$ cat config.mk
export PLATFORM = sky130hd
export DESIGN_NAME = uart_tx_arbiter_flat
export DESIGN_NICKNAME = d
export VERILOG_FILES = /design/src/rtl/uart_tx_arbiter_if.sv /design/src/rtl/uart_tx_arbiter.sv /design/src/flat_wrapper.sv
export SDC_FILE = /design/constraint.sdc
export NUM_CORES = 1
export LEC_CHECK = 0
export ABC_AREA = 1
export CORE_MARGIN = 1.5
export CORE_UTILIZATION = 35
export DETAILED_ROUTE_END_ITERATION = 6
export GPL_TIMING_DRIVEN = 0
export PLACE_DENSITY = 0.82
export SLEW_MARGIN = 5
export SYNTH_ARGS = -nofsm -noshare
export SYNTH_HDL_FRONTEND = slang
export SYNTH_SLANG_ARGS = --single-unit
$ cat constraint.sdc
create_clock -name clk -period 4.95 [get_ports clk]
set_clock_uncertainty 0.15 [all_clocks]
set_input_delay 0.7425 -clock clk [delete_from_list [all_inputs] [get_ports clk]]
set_output_delay 0.7425 -clock clk [all_outputs]
set_load 0.05 [all_outputs]
$ cat src/rtl/uart_tx_arbiter_if.sv
// Requester, configuration and transmitter-side signals of uart_tx_arbiter.
// The slave modport is the arbiter's view; the master modport drives it.
interface uart_tx_arbiter_if #(
   parameter int REQ_N = 4,
   parameter int TO_W  = 24
);
   logic [15:0]        cfg_comp;
   logic [1:0]         cfg_stop_sel;
   logic               cfg_en;
   logic [TO_W-1:0]    cfg_to_limit;
   logic [REQ_N-1:0]   req;
   logic [8*REQ_N-1:0] data;
   logic [REQ_N-1:0]   ack;
   logic               err;
   logic [REQ_N-1:0]   owner;
   logic               busy;
   logic [15:0]        comp;
   logic [1:0]         stop_sel;
   logic               tr_en;
   logic [7:0]         tx_data;
   logic               tx_req;
   logic               tx_req_ack;

   modport slave (
      input  cfg_comp, cfg_stop_sel, cfg_en, cfg_to_limit, req, data, tx_req_ack,
      output ack, err, owner, busy, comp, stop_sel, tr_en, tx_data, tx_req
   );

   modport master (
      output cfg_comp, cfg_stop_sel, cfg_en, cfg_to_limit, req, data, tx_req_ack,
      input  ack, err, owner, busy, comp, stop_sel, tr_en, tx_data, tx_req
   );
endinterface

$ cat src/rtl/uart_tx_arbiter.sv
// Round-robin arbiter sharing one UART transmitter among REQ_N byte producers.
// Define UART_TX_ARB_TIMEOUT_EN to build the handshake timeout / abort path.
module uart_tx_arbiter #(
   parameter int REQ_N = 4,
   parameter int TO_W  = 24
) (
   input logic              clk,
   input logic              resetn,
   uart_tx_arbiter_if.slave bus
);
   localparam int IDX_W = (REQ_N > 1) ? $clog2(REQ_N) : 1;

   typedef enum logic [2:0] {
      ST_IDLE,
      ST_REQ,
      ST_REL,
      ST_DONE,
      ST_ABORT
   } state_t;

   state_t             state_q, state_d;
   logic [IDX_W-1:0]   ptr_q, ptr_d;
   logic [IDX_W-1:0]   own_idx_q, own_idx_d;
   logic [REQ_N-1:0]   owner_q, owner_d;
   logic [REQ_N-1:0]   ack_q, ack_d;
   logic               err_q, err_d;
   logic               busy_q, busy_d;
   logic               tr_en_q, tr_en_d;
   logic               tx_req_q, tx_req_d;
   logic [15:0]        comp_q, comp_d;
   logic [1:0]         stop_sel_q, stop_sel_d;
   logic [7:0]         tx_data_q, tx_data_d;

   logic               found;
   logic [IDX_W-1:0]   gnt_idx;
   logic [7:0]         sel_byte;
   logic [IDX_W-1:0]   ptr_next;
   logic               timeout;

   // First set request at or after the pointer, wrapping modulo REQ_N.
   always_comb begin
      int cand;
      logic [IDX_W-1:0] cidx;
      found   = 1'b0;
      gnt_idx = ptr_q;
      cand    = 0;
      cidx    = '0;
      for (int k = 0; k < REQ_N; k++) begin
         cand = (int'(ptr_q) + k) % REQ_N;
         cidx = IDX_W'(cand);
         if (!found && bus.req[cidx]) begin
            found   = 1'b1;
            gnt_idx = cidx;
         end
      end
   end

   always_comb begin
      sel_byte = '0;
      for (int i = 0; i < REQ_N; i++) begin
         if (gnt_idx == IDX_W'(i)) sel_byte = bus.data[8*i +: 8];
      end
   end

   assign ptr_next = (own_idx_q == IDX_W'(REQ_N - 1)) ? '0 : own_idx_q + IDX_W'(1);

`ifdef UART_TX_ARB_TIMEOUT_EN
   logic [TO_W-1:0] to_cnt_q, to_cnt_d;

   // Held at zero while idle, so it starts from zero on every entry to REQ.
   always_comb begin
      to_cnt_d = to_cnt_q;
      if (state_q == ST_IDLE) begin
         to_cnt_d = '0;
      end else if (state_q == ST_REQ || state_q == ST_REL) begin
         to_cnt_d = to_cnt_q + TO_W'(1);
      end
   end

   always_ff @(posedge clk or negedge resetn) begin
      if (!resetn) to_cnt_q <= '0;
      else         to_cnt_q <= to_cnt_d;
   end

   assign timeout = (bus.cfg_to_limit != '0) && (to_cnt_q == bus.cfg_to_limit);
`else
   logic unused_to_limit;
   assign unused_to_limit = ^bus.cfg_to_limit;
   assign timeout         = 1'b0;
`endif

   always_comb begin
      state_d    = state_q;
      ptr_d      = ptr_q;
      own_idx_d  = own_idx_q;
      comp_d     = comp_q;
      stop_sel_d = stop_sel_q;
      tx_data_d  = tx_data_q;

      unique case (state_q)
         ST_IDLE: begin
            if (found && bus.cfg_en) begin
               state_d    = ST_REQ;
               own_idx_d  = gnt_idx;
               tx_data_d  = sel_byte;
               comp_d     = bus.cfg_comp;
               stop_sel_d = bus.cfg_stop_sel;
            end
         end
         ST_REQ: begin
            if (timeout)             state_d = ST_ABORT;
            else if (bus.tx_req_ack) state_d = ST_REL;
         end
         ST_REL: begin
            if (timeout)              state_d = ST_ABORT;
            else if (!bus.tx_req_ack) state_d = ST_DONE;
         end
         ST_DONE, ST_ABORT: begin
            state_d = ST_IDLE;
            ptr_d   = ptr_next;
         end
         default: state_d = ST_IDLE;
      endcase

      // Disabling abandons the byte silently; the pointer is left alone.
      if (!bus.cfg_en) state_d = ST_IDLE;

      owner_d = '0;
      if (state_d != ST_IDLE) owner_d[own_idx_d] = 1'b1;
      ack_d    = (state_d == ST_DONE || state_d == ST_ABORT) ? owner_d : '0;
      err_d    = (state_d == ST_ABORT);
      busy_d   = (state_d != ST_IDLE);
      tx_req_d = (state_d == ST_REQ);
      tr_en_d  = bus.cfg_en && (state_d != ST_ABORT);
   end

   always_ff @(posedge clk or negedge resetn) begin
      if (!resetn) begin
         state_q    <= ST_IDLE;
         ptr_q      <= '0;
         own_idx_q  <= '0;
         owner_q    <= '0;
         ack_q      <= '0;
         err_q      <= 1'b0;
         busy_q     <= 1'b0;
         tr_en_q    <= 1'b0;
         tx_req_q   <= 1'b0;
         comp_q     <= '0;
         stop_sel_q <= '0;
         tx_data_q  <= '0;
      end else begin
         state_q    <= state_d;
         ptr_q      <= ptr_d;
         own_idx_q  <= own_idx_d;
         owner_q    <= owner_d;
         ack_q      <= ack_d;
         err_q      <= err_d;
         busy_q     <= busy_d;
         tr_en_q    <= tr_en_d;
         tx_req_q   <= tx_req_d;
         comp_q     <= comp_d;
         stop_sel_q <= stop_sel_d;
         tx_data_q  <= tx_data_d;
      end
   end

   assign bus.ack      = ack_q;
   assign bus.err      = err_q;
   assign bus.owner    = owner_q;
   assign bus.busy     = busy_q;
   assign bus.comp     = comp_q;
   assign bus.stop_sel = stop_sel_q;
   assign bus.tr_en    = tr_en_q;
   assign bus.tx_data  = tx_data_q;
   assign bus.tx_req   = tx_req_q;
endmodule

$ cat src/flat_wrapper.sv
// flat-port wrapper written by rule: the top's interface ports become plain ports
module uart_tx_arbiter_flat 
#(
   parameter int REQ_N = 4,
   parameter int TO_W  = 24
)
  (clk, resetn, bus_cfg_comp, bus_cfg_stop_sel, bus_cfg_en, bus_cfg_to_limit, bus_req, bus_data, bus_tx_req_ack, bus_ack, bus_err, bus_owner, bus_busy, bus_comp, bus_stop_sel, bus_tr_en, bus_tx_data, bus_tx_req);
  uart_tx_arbiter_if #(.REQ_N(REQ_N), .TO_W(TO_W)) bus_i ();
  input logic clk;
  input logic resetn;
  input wire logic [$bits(bus_i.cfg_comp)-1:0] bus_cfg_comp;
  input wire logic [$bits(bus_i.cfg_stop_sel)-1:0] bus_cfg_stop_sel;
  input wire logic [$bits(bus_i.cfg_en)-1:0] bus_cfg_en;
  input wire logic [$bits(bus_i.cfg_to_limit)-1:0] bus_cfg_to_limit;
  input wire logic [$bits(bus_i.req)-1:0] bus_req;
  input wire logic [$bits(bus_i.data)-1:0] bus_data;
  input wire logic [$bits(bus_i.tx_req_ack)-1:0] bus_tx_req_ack;
  output wire logic [$bits(bus_i.ack)-1:0] bus_ack;
  output wire logic [$bits(bus_i.err)-1:0] bus_err;
  output wire logic [$bits(bus_i.owner)-1:0] bus_owner;
  output wire logic [$bits(bus_i.busy)-1:0] bus_busy;
  output wire logic [$bits(bus_i.comp)-1:0] bus_comp;
  output wire logic [$bits(bus_i.stop_sel)-1:0] bus_stop_sel;
  output wire logic [$bits(bus_i.tr_en)-1:0] bus_tr_en;
  output wire logic [$bits(bus_i.tx_data)-1:0] bus_tx_data;
  output wire logic [$bits(bus_i.tx_req)-1:0] bus_tx_req;
  assign bus_i.cfg_comp = bus_cfg_comp;
  assign bus_i.cfg_stop_sel = bus_cfg_stop_sel;
  assign bus_i.cfg_en = bus_cfg_en;
  assign bus_i.cfg_to_limit = bus_cfg_to_limit;
  assign bus_i.req = bus_req;
  assign bus_i.data = bus_data;
  assign bus_i.tx_req_ack = bus_tx_req_ack;
  assign bus_ack = bus_i.ack;
  assign bus_err = bus_i.err;
  assign bus_owner = bus_i.owner;
  assign bus_busy = bus_i.busy;
  assign bus_comp = bus_i.comp;
  assign bus_stop_sel = bus_i.stop_sel;
  assign bus_tr_en = bus_i.tr_en;
  assign bus_tx_data = bus_i.tx_data;
  assign bus_tx_req = bus_i.tx_req;
  uart_tx_arbiter #(.REQ_N(REQ_N), .TO_W(TO_W)) u_core (.clk(clk), .resetn(resetn), .bus(bus_i));
endmodule
==> results.cfg <==
[floorplan]
initial_utilization = 0.365
ios = 120
die_x_um = 84.6
rows = 29
core_mm2 = 0.00639
die_area_mm2 = 0.00716
die_y_um = 84.6

[grt]
grt_start_max_net_pins = 39
grt_usage = 0.183
gr-usage-met3 = 0.0570
globalRouteMet1Util = 0.248
antenna_found_initial = 0
grt-busiest-layer = met2
grt_first_pass_wirelength_mm = 10.6
grt_pass1_vias = 2307
global_route.usage.met2 = 0.286
overflow = 0

[detailed_routing]
remaining_drc_errors = 0
drt_pass1_iterations = 4
wl_mm = 6.22
antenna_left = 0
via_per_inst = 4.80
wl_per_cell_um = 12.9
initialDrtViolationCount = 123
vias = 2315

[worst_setup_path]
slowest_delay_ps = 500
ff2ff_path_depth = 14
required_ps = 4990
crit_top_cell = nand2_1
path_cells = clkdlybuf4s50_1, inv_1, nand2_1, nand2_1, o21ai_2, nand4_1, nand2_2, inv_4, nand2_2, buf_2, nand4_1, nand2_1, nand2_1
r2r-end = u_core.bus.tx_data[2]$_DFFE_PN0P_
r2r-start = u_core.ptr_q[1]$_DFFE_PN0P_
crit_fanout = 10
cp_top_family = simple AND/OR/NAND/NOR gates
cp-end-kind = flip-flop
r2r_slack_ps = 2490
worst_setup_path_start_kind = input pin
path_buf_inv = 4
critical_path_class = input pin to flip-flop
crit_arrival_ps = 2770
crit_path_start = bus_req[0]
crit_slowest_cell = clkdlybuf4s50_1

[timing]
relSlewSlack = 0.627
setup_viol = 0
fin_setup_tns_ps = 0
post-route-period-util = 0.553
slew_violations = 0
max_freq_ghz = 0.366
finalHoldViolations = 0
rsz0062_at_grt = no
fin_hold_ws_ps = 135
tightestPinTransition_ps = 557
min_period_ps = 2740

[synth]
yosys_warnings = 0
synthCells = 300
synth.avg_cell_area_um2 = 7.77
ys_seq_area_frac = 0.483
syn_area_mm2 = 0.00233
synth_cell_types = 28
ys_ff_latch = 45

[clock_tree]
cts_buffers = 5
cts-root-buf = clkbuf_8
cts_tree = done
cts_sinks = 45
cts_setup_buffers = 0
cts_resized = 0
cts_buffer_depth = 2
clkSlewWorstSetupHoldPaths_ps = 80
htreeDepth = 2
clock_latency_ps = 290
ctsHoldBuffers = 0

[layout]
synthToLayoutAreaGrowth_pct = 50.7
antenna_cells = 0
fill_cells = 582
drive_gt1_frac = 0.104
fin_nets = 487
fin_util = 0.550

[min_path]
hold_path.class = input pin to asynchronous set/reset pin

[place]
place_hpwl_mm = 4.73
place_congestion = 0.890
portBuffers = 95

[status]
status = finished, final reports clean

[flow_run]
max_cap_violations = 0

[pwr]
p_leak_nw = 1.74
peakVddDrop_mv = 0.366
pwr_density_cell_mw_per_mm2 = 649
final cells by class:
cell class	count	area, µm²	share of cell area
sequential	45	1130	0.320
multi-input combinational	217	1030	0.293
buffer	13	80.1	0.0228
timing repair buffer	96	966	0.275
tap	77	96.3	0.0274
inverter	26	100	0.0285
clock buffer	7	86.3	0.0246
clock inverter	1	30.0	0.00854
kinds of logic after synthesis:
| family | count (synthesis) | synth area share |
|---|---|---|
| flops | 45 | 0.483 |
| buf+inv | 39 | 0.0773 |
| simple gates | 197 | 0.387 |
| fa+ha+maj | 1 | 0.00536 |
| other cells | 1 | 0.00161 |
| compound gates | 17 | 0.0456 |
sequential cells by signal, summed over array words and instances (netlist names):
signal	cells
u_core.bus.err	1
u_core.state_q	3
u_core.bus.stop_sel	2
u_core.bus.tr_en	1
u_core.bus.ack	4
u_core.bus.tx_data	8
u_core.bus.busy	1
u_core.ptr_q	2
u_core.bus.owner	4
u_core.bus.comp	16
u_core.own_idx_q	2
u_core.bus.tx_req	1
synth_stat cells:
cell type / n / share of area
inv_1: 19 / 0.031
o21ai_0: 9 / 0.019
a211oi_1: 1 / 0.0032
nand4_1: 23 / 0.062
buf_6: 3 / 0.014
nand3_1: 18 / 0.039
o21ai_1: 4 / 0.0086
clkinv_1: 1 / 0.0016
inv_4: 1 / 0.0027
nand3_2: 2 / 0.0086
dfrtp_1: 45 / 0.48
o21ai_4: 1 / 0.0070
inv_2: 5 / 0.0080
nand4_2: 2 / 0.011
nand2_2: 9 / 0.024
buf_2: 4 / 0.0086
clkbuf_1: 3 / 0.0048
o21ai_2: 2 / 0.0075
nand2_1: 125 / 0.20
conb_1: 1 / 0.0016
nand3b_1: 1 / 0.0032
buf_1: 2 / 0.0032
nand2_4: 2 / 0.0097
nor2_4: 1 / 0.0048
nor3_1: 4 / 0.0086
ha_1: 1 / 0.0054
buf_4: 1 / 0.0032
nor2_1: 10 / 0.016
worst reg2reg max path, delay by kind of cell (launching register included):
family	cells	cell delay, ps
buf+inv	3	480
flops	1	500
simple gates	11	1230
routing by layer:
metal | up-vias | part of all wire
met4 | 0 | 0.012
met1 | 1049 | 0.45
met3 | 8 | 0.086
met5 | - | 0
li1 | 1165 | -
met2 | 93 | 0.45
worst max-delay path by stage:
stage | depth (start not counted) | endpoint
2_1_floorplan | 15 | u_core.bus.tx_data[5]$_DFFE_PN0P_
3_3_place_gp | 1 | u_core.bus.stop_sel[1]$_DFFE_PN0P_
3_5_place_dp | 14 | u_core.bus.tx_data[2]$_DFFE_PN0P_
4_1_cts | 13 | u_core.bus.tx_data[2]$_DFFE_PN0P_
5_1_grt | 13 | u_core.bus.tx_data[0]$_DFFE_PN0P_
6_report | 13 | u_core.bus.tx_data[2]$_DFFE_PN0P_
power breakdown:
group          switching, mW  leakage, nW  internal (mW)  total (mW)
sequential            0.0737        0.572          0.487       0.561
clock                  0.122       0.0585          0.165       0.286
combinational          0.958         1.11          0.475        1.43
cells in the final DEF, fill, tap and decap left out, types with 2 or more instances in the layout:
master,instances
buf_1,2
buf_2,5
buf_6,3
clkbuf_1,4
clkbuf_8,6
clkdlybuf4s50_1,94
conb_1,2
dfrtp_1,45
inv_1,19
inv_2,5
nand2_1,125
nand2_2,9
nand2_4,2
nand3_1,18
nand3_2,2
nand4_1,23
nand4_2,2
nor2_1,10
nor3_1,4
o21ai_0,9
o21ai_1,4
o21ai_2,2
through the flow:
stage          instances  worst slack, ps  total power, mW  area, µm²
2_1_floorplan        301             2720             1.56       2340
4_1_cts              482             2240             2.29       3510
5_1_grt              482             2020             2.45       3510
3_5_place_dp         474             1920             2.00       3400
3_3_place_gp         473             1780             1.97       3380
6_report             482             2210             2.28       3510
Note: power is estimated with default switching activity, not from simulation.
